[config.mk]
export PLATFORM = sky130hd
export DESIGN_NAME = keycode_player
export DESIGN_NICKNAME = d
export VERILOG_FILES = /design/src/rtl/keycode_player.sv
export SDC_FILE = /design/constraint.sdc
export NUM_CORES = 1
export LEC_CHECK = 0
export BUFFER_PORTS_ARGS = -buffer_cell sky130_fd_sc_hd__buf_2
export CORE_ASPECT_RATIO = 1.1
export CORE_MARGIN = 2
export CORE_UTILIZATION = 30
export DETAILED_ROUTE_END_ITERATION = 8
export SLEW_MARGIN = 20
export SYNTH_ARGS = -nofsm -noshare
export SYNTH_HDL_FRONTEND = slang
export SYNTH_SLANG_ARGS = --single-unit
[constraint.sdc]
create_clock -name Clk -period 10.3 [get_ports Clk]
set_input_delay 1.03 -clock Clk [delete_from_list [all_inputs] [get_ports Clk]]
set_output_delay 1.03 -clock Clk [all_outputs]
set_load 0.01 [all_outputs]
[src/rtl/keycode_player.sv]
// Scripted keycode source: queues (keycode, hold) commands and replays each as a
// press of max(hold,1) cycles followed by a release gap of max(gap_cycles,1) cycles.
module keycode_player #(
    parameter int DEPTH  = 8,
    parameter int HOLD_W = 16
) (
    input  logic                       Clk,
    input  logic                       Reset,
    input  logic                       cmd_valid,
    output logic                       cmd_ready,
    input  logic [7:0]                 cmd_keycode,
    input  logic [HOLD_W-1:0]          cmd_hold,
    input  logic [HOLD_W-1:0]          gap_cycles,
    input  logic                       enable,
    input  logic                       flush,
    output logic [7:0]                 keycode,
    output logic                       busy,
    output logic                       done,
    output logic [$clog2(DEPTH+1)-1:0] fifo_count
);

    localparam int PTR_W = (DEPTH > 1) ? $clog2(DEPTH) : 1;
    localparam int CNT_W = $clog2(DEPTH+1);

    typedef enum logic [1:0] {IDLE, PRESS, GAP} state_t;

    state_t             state, state_nx;
    logic [7:0]         key_nx;
    logic               done_nx;
    logic [HOLD_W-1:0]  hold_cnt, hold_nx;
    logic [HOLD_W-1:0]  gap_cnt, gap_nx;

    logic [7:0]         key_mem  [DEPTH];
    logic [HOLD_W-1:0]  hold_mem [DEPTH];
    logic [PTR_W-1:0]   wr_ptr, rd_ptr;
    logic               full, empty, push, pop;

    // A programmed length of 0 behaves as 1, so the down-counter starts at max(len,1)-1.
    function automatic logic [HOLD_W-1:0] len_to_cnt(input logic [HOLD_W-1:0] len);
        return (len == '0) ? '0 : len - HOLD_W'(1);
    endfunction

    assign full      = (fifo_count == CNT_W'(DEPTH));
    assign empty     = (fifo_count == '0);
    assign cmd_ready = !full;
    assign push      = cmd_valid && !full && !flush;
    assign busy      = (state != IDLE) || !empty;

    always_ff @(posedge Clk) begin
        if (push) begin
            key_mem[wr_ptr]  <= cmd_keycode;
            hold_mem[wr_ptr] <= cmd_hold;
        end
    end

    always_ff @(posedge Clk or posedge Reset) begin
        if (Reset) begin
            wr_ptr     <= '0;
            rd_ptr     <= '0;
            fifo_count <= '0;
        end else if (flush) begin
            wr_ptr     <= '0;
            rd_ptr     <= '0;
            fifo_count <= '0;
        end else begin
            if (push) wr_ptr <= wr_ptr + PTR_W'(1);
            if (pop)  rd_ptr <= rd_ptr + PTR_W'(1);
            case ({push, pop})
                2'b10:   fifo_count <= fifo_count + CNT_W'(1);
                2'b01:   fifo_count <= fifo_count - CNT_W'(1);
                default: fifo_count <= fifo_count;
            endcase
        end
    end

    always_comb begin
        state_nx = state;
        key_nx   = keycode;
        hold_nx  = hold_cnt;
        gap_nx   = gap_cnt;
        done_nx  = 1'b0;
        pop      = 1'b0;
        case (state)
            IDLE: begin
                key_nx = 8'h00;
                if (enable && !empty) begin
                    pop      = 1'b1;
                    key_nx   = key_mem[rd_ptr];
                    hold_nx  = len_to_cnt(hold_mem[rd_ptr]);
                    state_nx = PRESS;
                end
            end
            PRESS: begin
                if (hold_cnt == '0) begin
                    key_nx   = 8'h00;
                    gap_nx   = len_to_cnt(gap_cycles);
                    state_nx = GAP;
                end else begin
                    hold_nx = hold_cnt - HOLD_W'(1);
                end
            end
            GAP: begin
                key_nx = 8'h00;
                if (gap_cnt == '0) begin
                    done_nx  = 1'b1;
                    state_nx = IDLE;
                end else begin
                    gap_nx = gap_cnt - HOLD_W'(1);
                end
            end
            default: begin
                key_nx   = 8'h00;
                state_nx = IDLE;
            end
        endcase
        // Abort overrides everything, including a pop decided above.
        if (flush) begin
            state_nx = IDLE;
            key_nx   = 8'h00;
            done_nx  = 1'b0;
            pop      = 1'b0;
        end
    end

    always_ff @(posedge Clk or posedge Reset) begin
        if (Reset) begin
            state   <= IDLE;
            keycode <= 8'h00;
            done    <= 1'b0;
        end else begin
            state   <= state_nx;
            keycode <= key_nx;
            done    <= done_nx;
        end
    end

    always_ff @(posedge Clk) begin
        hold_cnt <= hold_nx;
        gap_cnt  <= gap_nx;
    end

endmodule

==> results of run 1 <==
[registers in the layout, indices dropped and copies added (netlist names)]
name        flops
done            1
state           2
keycode         8
wr_ptr          3
key_mem        64
rd_ptr          3
fifo_count      4
hold_cnt       16
gap_cnt        16
hold_mem      128
[layout by cell type, fill, tap and decap left out, types with 4 or more instances in the layout]
cell and instances:
xor2_1 22, nor4_1 12, o21ai_0 12, or4_1 4, clkbuf_16 27, nor2_1 37, buf_4 14, nand2b_1 9
mux2i_1 19, mux4_2 48, mux2_2 6, ha_1 9, or3_1 4, xnor2_1 34, o31ai_2 4, edfxtp_1 224
nor3_1 10, o22ai_1 16, inv_1 9, clkbuf_1 6, a21o_1 4, nand2_1 44, o31ai_1 5, buf_2 59
nor2_2 6, clkinvlp_4 5, dfrtp_1 18
[cells by family after synthesis]
family,Yosys count
flops,245
simple gates,157
mux,76
xor+xnor,56
compound gates,62
buf+inv,36
fa+ha+maj,9
[power by group through the flow]
stage	combinational, mW	clock [mW]	sequential (mW)
6_report	0.585	0.903	1.26
5_1_grt	0.643	0.968	1.27
4_1_cts	0.595	0.930	1.26
3_5_place_dp	0.591	0	1.28
3_3_place_gp	0.587	0	1.28
2_1_floorplan	0.472	0	1.25
[cell usage after synthesis (all sizes together) (4+ instances only)]
cell,number
xnor2,34
nor3,13
ha,9
o31ai,9
buf,14
o21ai,13
nand2,44
clkbuf,13
mux2,6
nor2,43
nand3,4
nand2b,9
dfrtp,21
o22ai,19
or3,4
a21o,4
xor2,22
edfxtp,224
mux4,48
nor4,14
inv,9
mux2i,22
or4,4
[routing by layer]
layer	up-vias	wire length, um	track usage, %
li1	2667	-	-
met1	2908	9810	15.6
met2	108	10300	19.3
met3	34	1030	2.45
met4	2	385	2.83
met5	-	11	0
[through the flow]
stage | hold slack (ps) | util (%)
after floorplan | 516 | -
after global placement | 468 | 32.9
after detailed placement | 469 | 32.9
after CTS | 483 | 35.3
after global routing | 517 | 35.3
final | 481 | 35.3
[area by class of cell]
class                      instances  area, um^2  area share, %
multi-input combinational        360        3310           26.6
timing repair buffer              73         400           3.22
clock buffer                      33         698           5.61
inverter                           9        33.8          0.271
antenna                            1        2.50         0.0201
clock inverter                    14         136           1.10
tap                              481         602           4.84
sequential                       245        7260           58.3
[worst max-delay path: cells and delay by family (launching register included)]
family / cells / cell delay [ps]
compound gates: 1 / 110
fa+ha+maj: 1 / 220
buf+inv: 1 / 560
flops: 1 / 800
mux: 2 / 810
simple gates: 3 / 1070
[worst paths after layout]
check | slack, ps | cells after the start | endpoint | from
setup / recovery | 6410 | 8 | hold_cnt[11] | rd_ptr[0]
hold / removal | 480 | 2 | keycode[2] | keycode[2]
setup reg to reg | 6410 | 8 | hold_cnt[11] | rd_ptr[0]
hold reg to reg | 480 | 2 | keycode[2] | keycode[2]
max in group asynchronous | 8980 | 2 | rd_ptr[2] | Reset
min in group asynchronous | 700 | 2 | keycode[7] | Reset
==> flow_summary.toml, run 1 <==
[synthesis]
synth-edff-count = 224
synth_fa_ha_area_share_pct = 1.05
synthSimpleGateAreaFrac_pct = 7.72
synth_top_area_cell = "edfxtp_1"
seq_area_frac_synth_pct = 67.7
synth_seq_cells = 245
synth-async-reset-ratio_pct = 8.57
netlist_area_um2 = 10700
synth_top_family_by_area = "multiplexers"
ys.flop_type = "edfxtp_1"
synth_mux_area_share_pct = 13.0
ys_warn_count = 0
syn-num-nets = 695
yosys.area.top_type_share_pct = 62.8
ys_top_cells_by_area = "edfxtp_1 63%, mux4_2 10%, dfrtp_1 4.9%, xnor2_1 2.8%, xor2_1 1.8%"
synth_xor_area_share_pct = 4.58
yosysUniqueCellTypes = 61
synth_compound_area_share_pct = 4.29
syn_area_per_cell_um2 = 16.7
synthCells = 641

[drt]
ant_nets = 0
viasPerCell = 4.70
drt_iter0_drc = 371
vias = 5719
drcViolationCount = 0
first_pass_iters = 4
totalWireLength_mm = 21.5
post_drt_wl_per_cell_um = 17.7

[power_and_ir_drop]
power_density_nw_per_um2 = 221
p_leak_nw = 3.99
internal_power_mw = 1.99
p_seq_share_pct = 45.8
swShare_pct = 27.6
clkPwrFrac_pct = 32.9
pwr-share-comb_pct = 21.3
irDropWorstVdd_v = 0.000114
p_total_mw = 2.74
switchingPower_mw = 0.757

[clock_network]
clock_latency_ps = 520
cts_tree = "built"
clock_path_buffers = 3
cts_setup_buffers = 0
cts-root-buf = "clkbuf_16"
cts_resized = 0
cts_hold_buf = 0
clk_pin_slew_ps = 60
h-tree-depth = 1
numCtsBuffers = 27
clock-sinks = 245

[cells_and_area]
nFillCells = 3342
design_area_um2 = 12400
nets = 770
area_growth_pct = 16.1
drive_gt1_share_pct = 27.7
layoutNonFillerInstCount = 1216

[critical_path]
endpoint_kind = "flop"
crit_chain = "buf_4, mux4_2, mux2i_4, ha_1, nand3_1, nor4_4, and3_4, a22oi_2"
path_class = "flop to flop"
cpMaxStageDelayCell = "dfrtp_2"
slowest_delay_ps = 800
critPathRequiredTime_ps = 10530
cp.arrival_ps = 4120
crit_fanout = 26
start_kind = "flop"

[place]
place_ws_ps = 6320
portBuffers = 59
post_dp_cell_area_um2 = 11600
hpwl_mm = 13.1
gp_congestion = 0.732
place_inst = 1168

[global_route]
grt_max_degree = 42
grt_pass1_vias = 6031
overflow = 0
antenna_found_initial = 2
grt_pass1_wl_mm = 33.8
grt_usage_pct = 11.6

[floorplanning]
die-area_um2 = 37200
rows = 72
die_h_um = 202
num_io_pins = 60
core_region_area_um2 = 35200
fp.dieW_um = 184
initial_core_util_pct = 30.4

[sta]
setup_ws_ps = 6410
finalSetupViolCount = 0
hold_violations = 0
timing.fmax_ghz = 0.257
min_period_over_period_pct = 37.8
min_period_ps = 3890
drv_slew = 0
maxSlewHeadroom_pct = 39.7
rsz0062_at_grt = "no"
worst_pin_slew_ps = 904
clock_skew_ps = 12.2
setup_tns_ps = 0

[job]
maxCapViolations = 0

[worst_hold_path]
hold_class = "flop to flop"

[run_status]
run_status = "complete, no violations"
Power figures use the tool's default switching activity.
==> run 2, diff against run 1 <==
==> constraint.sdc (replaced) <==
create_clock -name Clk -period 4 [get_ports Clk]
set_input_delay 0.4 -clock Clk [delete_from_list [all_inputs] [get_ports Clk]]
set_output_delay 0.4 -clock Clk [all_outputs]
set_load 0.01 [all_outputs]
==> run 2 against run 1 <==
Effect of this change:
- final area is 0.41% higher
- global-route usage about the same
- register-to-register slack got worse by 5700 ps
- setup slack worse by 5700 ps
- routed wire length down 0.64%
- count of clock-buffer cells in the layout shrank 4
- total power rose to 2.6 times the previous value
- sequential power rose to 2.6 times the previous value
- final cell count is 0.41% higher
- clock power grew to 2.6 times the previous value
- maximum frequency increased by 18%
- combinational power rose to 2.6 times the previous value
- largest cell class unchanged
==> flow_summary.toml, run 2 (synthesis gave the netlist of run 1 again) <==
[run_status]
run_status = "complete, no violations"

[floorplanning]
die-area_um2 = 37200
initial_core_util_pct = 30.4
die_h_um = 202
core_region_area_um2 = 35200
rows = 72
num_io_pins = 60
fp.dieW_um = 184

[drt]
ant_nets = 0
totalWireLength_mm = 21.4
vias = 5649
drcViolationCount = 0
first_pass_iters = 5
drt_iter0_drc = 357
post_drt_wl_per_cell_um = 17.5
viasPerCell = 4.63

[power_and_ir_drop]
power_density_nw_per_um2 = 569
irDropWorstVdd_v = 0.000303
p_leak_nw = 4.05

[critical_path]
critPathRequiredTime_ps = 4230
timing.rr.end = "hold_cnt[2]"
cp.arrival_ps = 3540
start_kind = "flop"
reg2reg_slack_ps = 700
r2r_start = "rd_ptr[1]"
path_class = "flop to flop"
endpoint_kind = "flop"
reg2reg_depth = 7
crit_fanout = 19

[cells_and_area]
final_cell_mix = "224 x edfxtp_1, 59 x buf_2, 48 x mux4_2, 44 x nand2_1, 37 x nor2_1"
design_area_um2 = 12500
nets = 774
nFillCells = 3311
drive_gt1_share_pct = 28.6
top_register = "hold_mem"
register_area_um2 = 7260
layout_commonest_cell = "edfxtp_1"
largest_reg_flops = 128
multi_input_area_um2 = 3310
reg.largest.list = "hold_mem: 128 flops, key_mem: 64 flops"
area_growth_pct = 16.6

[clock_network]
clock_latency_ps = 520
h-tree-depth = 1
clk_pin_slew_ps = 60
cts_resized = 0
cts-root-buf = "clkbuf_16"
clock-sinks = 245
cts_setup_buffers = 0
clock_path_buffers = 3
cts_tree = "built"
cts_hold_buf = 0
numCtsBuffers = 26

[global_route]
overflow = 0
antenna_found_initial = 3
grt_pass1_wl_mm = 33.6
grt_max_degree = 29
grt_pass1_vias = 5836
grt_usage_pct = 11.7

[sta]
worst_pin_slew_ps = 891
clock_skew_ps = 18.0
min_period_ps = 3300
setup_tns_ps = 0
drv_slew = 0
min_period_over_period_pct = 82.6
rsz0062_at_grt = "no"
maxSlewHeadroom_pct = 40.5
hold_violations = 0
finalSetupViolCount = 0
timing.fmax_ghz = 0.303

[place]
hpwl_mm = 13.4
gp_congestion = 0.733
portBuffers = 59
post_dp_cell_area_um2 = 11700

[job]
maxCapViolations = 0

[worst_hold_path]
hold_class = "input port to asynchronous set/reset pin"
## run 2: changes by cell type in the layout (fill, tap and decap cells not counted)
cell,previous run,this run
clkinv_2,2,8
buf_4,14,18
clkbuf_1,6,2
clkinvlp_4,5,1
buf_12,0,1
inv_6,2,3
inv_8,0,1
o21ai_1,0,1
o21ai_2,1,0
## run 2: routing by layer
metal	wire length [um]	GRT usage (%)	share of wire, %
met1	9370	15.2	44
met3	932	2.05	4.4
met4	318	2.71	1.5
met2	10700	20.2	50
met5	27	0	0.13
## run 2: worst max path at each step
| stage | startpoint | to |
|---|---|---|
| floorplan | hold_cnt[4] | gap_cnt[0] |
| global placement | rd_ptr[1] | hold_cnt[2] |
| detailed placement | rd_ptr[1] | hold_cnt[2] |
| CTS | rd_ptr[1] | hold_cnt[2] |
| global route | rd_ptr[0] | hold_cnt[2] |
| finish | rd_ptr[1] | hold_cnt[2] |
## run 2: layout make-up
class	instances	area share [%]
Antenna cell	1	0.0200
Clock buffer	29	5.47
Clock inverter	18	1.25
Inverter	9	0.270
Multi-Input combinational cell	360	26.5
Sequential cell	245	58.1
Tap cell	481	4.82
Timing Repair Buffer	78	3.61
## run 2: power by group
part | total, mW | switching, mW | internal [mW] | leakage, nW
Combinational | 1.55 | 0.820 | 0.727 | 1.32
Sequential | 3.22 | 0.178 | 3.05 | 2.31
Clock | 2.33 | 0.966 | 1.37 | 0.419
Total | 7.10 | 1.96 | 5.14 | 4.05
## run 2: stage by stage
stage	power (mW)	worst slack, ps	hold WS [ps]	util, %	cells
finish	7.10	696	59.9	35.5	1221
global route	7.47	455	138	35.5	1221
CTS	7.20	683	104	35.5	1220
detailed placement	4.85	682	466	33.1	1173
global placement	4.82	736	457	33.1	1173
floorplan	4.42	332	377	-	641
## run 2: critical path: stages, from the launching register on
cell     delay, ps
dfrtp_2        520
buf_4          430
mux4_2         550
mux2i_1        310
nand3_2        280
nor4_4         420
and3_4         380
o22ai_2        110
==> run 3, diff against run 2 <==
--- a/config.mk
+++ b/config.mk
@@ -5,6 +5,7 @@
 export SDC_FILE = /design/constraint.sdc
 export NUM_CORES = 1
 export LEC_CHECK = 0
+export ABC_AREA = 1
 export BUFFER_PORTS_ARGS = -buffer_cell sky130_fd_sc_hd__buf_2
 export CORE_ASPECT_RATIO = 1.1
 export CORE_MARGIN = 2
==> constraint.sdc (replaced) <==
create_clock -name Clk -period 2.8 [get_ports Clk]
set_input_delay 0.28 -clock Clk [delete_from_list [all_inputs] [get_ports Clk]]
set_output_delay 0.28 -clock Clk [all_outputs]
set_load 0.01 [all_outputs]
==> run 3 against run 2 <==
Effect of this change:
- synthesized cell count increased by 90%
- sequential cell count did not move
- global-route usage up 1.9 points
- maximum frequency is 30% higher
- final area up 9.5%
- largest cell class unchanged
- largest power group unchanged
==> flow_summary.toml, run 3 <==
[critical_path]
cp.arrival_ps = 2850
path_class = "flop to flop"
critPathRequiredTime_ps = 3110
start_kind = "flop"
endpoint_kind = "flop"
crit_fanout = 15
r2r_start = "rd_ptr[0]"
crit_start = "rd_ptr[0]"

[floorplanning]
num_io_pins = 60
die_h_um = 212
rows = 76
die-area_um2 = 40800
core_region_area_um2 = 38900
initial_core_util_pct = 30.2
fp.dieW_um = 193

[place]
place_inst = 1767
hpwl_mm = 17.3
portBuffers = 59
gp_congestion = 0.879
place_ws_ps = 145
post_dp_cell_area_um2 = 12700

[cells_and_area]
design_area_um2 = 13700
nets = 1354
layout_commonest_cell = "nand2_1"
final_cell_mix = "317 x nand2_1, 224 x edfxtp_1, 177 x inv_1, 109 x nor2_1, 93 x nand3_1"
top_register = "hold_mem"
area_growth_pct = 16.4
utilization_pct = 35.2
register_area_um2 = 7250
reg.largest.list = "hold_mem: 128 flops, key_mem: 64 flops"
multi_input_area_um2 = 3570
layoutNonFillerInstCount = 1828
nFillCells = 3771
diodes = 0
drive_gt1_share_pct = 11.8
largest_reg_flops = 128

[sta]
rsz0062_at_grt = "no"
min_period_ps = 2540
setup_tns_ps = 0
timing.fmax_ghz = 0.394
setup_ws_ps = 264
clock_skew_ps = 13.5
maxSlewHeadroom_pct = 40.2
finalSetupViolCount = 0
holdWs_ps = 11.5
worst_pin_slew_ps = 896
drv_slew = 0
min_period_over_period_pct = 90.6
hold_violations = 0

[drt]
post_drt_wl_per_cell_um = 14.9
wl_met2_mm = 13.4
drcViolationCount = 0
ant_nets = 0
first_pass_iters = 5
totalWireLength_mm = 27.2
drt_iter0_drc = 542
viasPerCell = 4.59
met3_length_mm = 1.25
vias = 8389
wl_met1_mm = 11.9
top_layer = "met5"

[power_and_ir_drop]
irDropWorstVdd_v = 0.000483
p_seq_share_pct = 40.8
power_density_nw_per_um2 = 816
pwr-share-comb_pct = 28.4
p_total_mw = 11.2
clkPwrFrac_pct = 30.8
swShare_pct = 34.2
switchingPower_mw = 3.81
p_leak_nw = 5.63
internal_power_mw = 7.35

[synthesis]
synth-async-reset-ratio_pct = 8.57
ys.flop_type = "edfxtp_1"
synth_seq_cells = 245
netlist_area_um2 = 11700
synth_top_area_cell = "edfxtp_1"
ys_top_cells_by_count = "318 x nand2_1, 224 x edfxtp_1, 177 x inv_1"
yosys.area.top_type_share_pct = 57.3
syn-num-nets = 1271
yosysUniqueCellTypes = 39
yosysMostFrequentCell = "nand2_1"
syn_area_per_cell_um2 = 9.65
ys_warn_count = 0
seq_area_frac_synth_pct = 61.7
synth-edff-count = 224
ys_top_cells_by_area = "edfxtp_1 57%, nand2_1 10%, inv_1 5.7%, dfrtp_1 4.5%, nand3_1 4.0%"
synthCells = 1217

[clock_network]
cts-root-buf = "clkbuf_16"
cts_tree = "built"
clock_path_buffers = 3
clk_pin_slew_ps = 70
h-tree-depth = 1
numCtsBuffers = 27
clock_latency_ps = 550
clock-sinks = 245

[run_status]
run_status = "complete, no violations"

[worst_hold_path]
hold_class = "input port to flop"
worstHoldStart = "cmd_hold[15]"

[global_route]
grt_usage_pct = 13.6
antenna_found_initial = 2
grt_pass1_vias = 8152
grt_pass1_wl_mm = 43.5
overflow = 0
grt_max_degree = 62

[job]
maxCapViolations = 0
run 3: cell count changes after synthesis, moves of 10 or more:
cell / before / now
a21oi_1: 2 / 12
inv_1: 9 / 177
mux2i_1: 19 / 0
mux4_2: 48 / 0
nand2_1: 44 / 318
nand3_1: 3 / 93
nand4_1: 0 / 16
nor2_1: 43 / 117
nor4_1: 12 / 1
o21ai_0: 12 / 79
o21ai_1: 1 / 12
xnor2_1: 34 / 6
run 3: final cells by class:
cell class / instances / area share (%)
clock buffers: 30 / 5.02
clock inverters: 20 / 1.23
inverters: 180 / 4.94
multi-input cells: 749 / 26.1
flip-flops and latches: 245 / 53.0
well taps: 507 / 4.64
repair buffers: 97 / 5.02
run 3: worst max-delay path: stages (launching register included):
cell     delay [ps]
dfrtp_2         440
inv_2           190
buf_4           250
nand2_1          70
nand3_1          60
nand2_1         110
o21ai_1         270
nand3_2         190
nor2_4          130
nand4_1         100
nand2_2         260
inv_1           100
nand2_1          80
nand2_1          40
run 3: per-layer routing:
layer / vias up / global-route usage (%)
li1: 4199 / -
met3: 52 / 2.19
met4: 4 / 4.61
met1: 3944 / 17.3
met2: 190 / 23.3
met5: - / 0
run 3: path summary, 6_finish.rpt:
| kind | to | slack [ps] | cells after the start |
|---|---|---|---|
| worst max-delay path | hold_cnt[14] | 260 | 13 |
| worst min-delay path | hold_mem[1][15] | 10 | 1 |
| worst max register to register | hold_cnt[14] | 260 | 13 |
| worst min register to register | keycode[7] | 540 | 2 |
| max in group asynchronous | rd_ptr[0] | 1710 | 3 |
| min in group asynchronous | keycode[4] | 470 | 3 |
run 3: power groups by stage:
stage	registers (mW)	clock network, mW	logic (mW)
floorplan	4.60	0	2.29
global placement	4.63	0	3.11
detailed placement	4.63	0	3.15
CTS	4.56	3.51	3.18
global route	4.59	3.65	3.59
finish	4.56	3.44	3.17
run 3: repair_timing:
| action | CTS | global route |
|---|---|---|
| setup endpoints to repair | 0 | 18 |
| setup buffers | 0 | 0 |
| gates resized for setup | 0 | 2 |
| endpoints found under the hold margin | 82 | 0 |
| hold buffers | 11 | 0 |
run 3: kinds of logic after synthesis:
group,synth area share (%)
compound gates,6.75
xor+xnor,2.09
fa+ha+maj,0.958
buf+inv,8.06
flops,61.7
simple gates,20.4
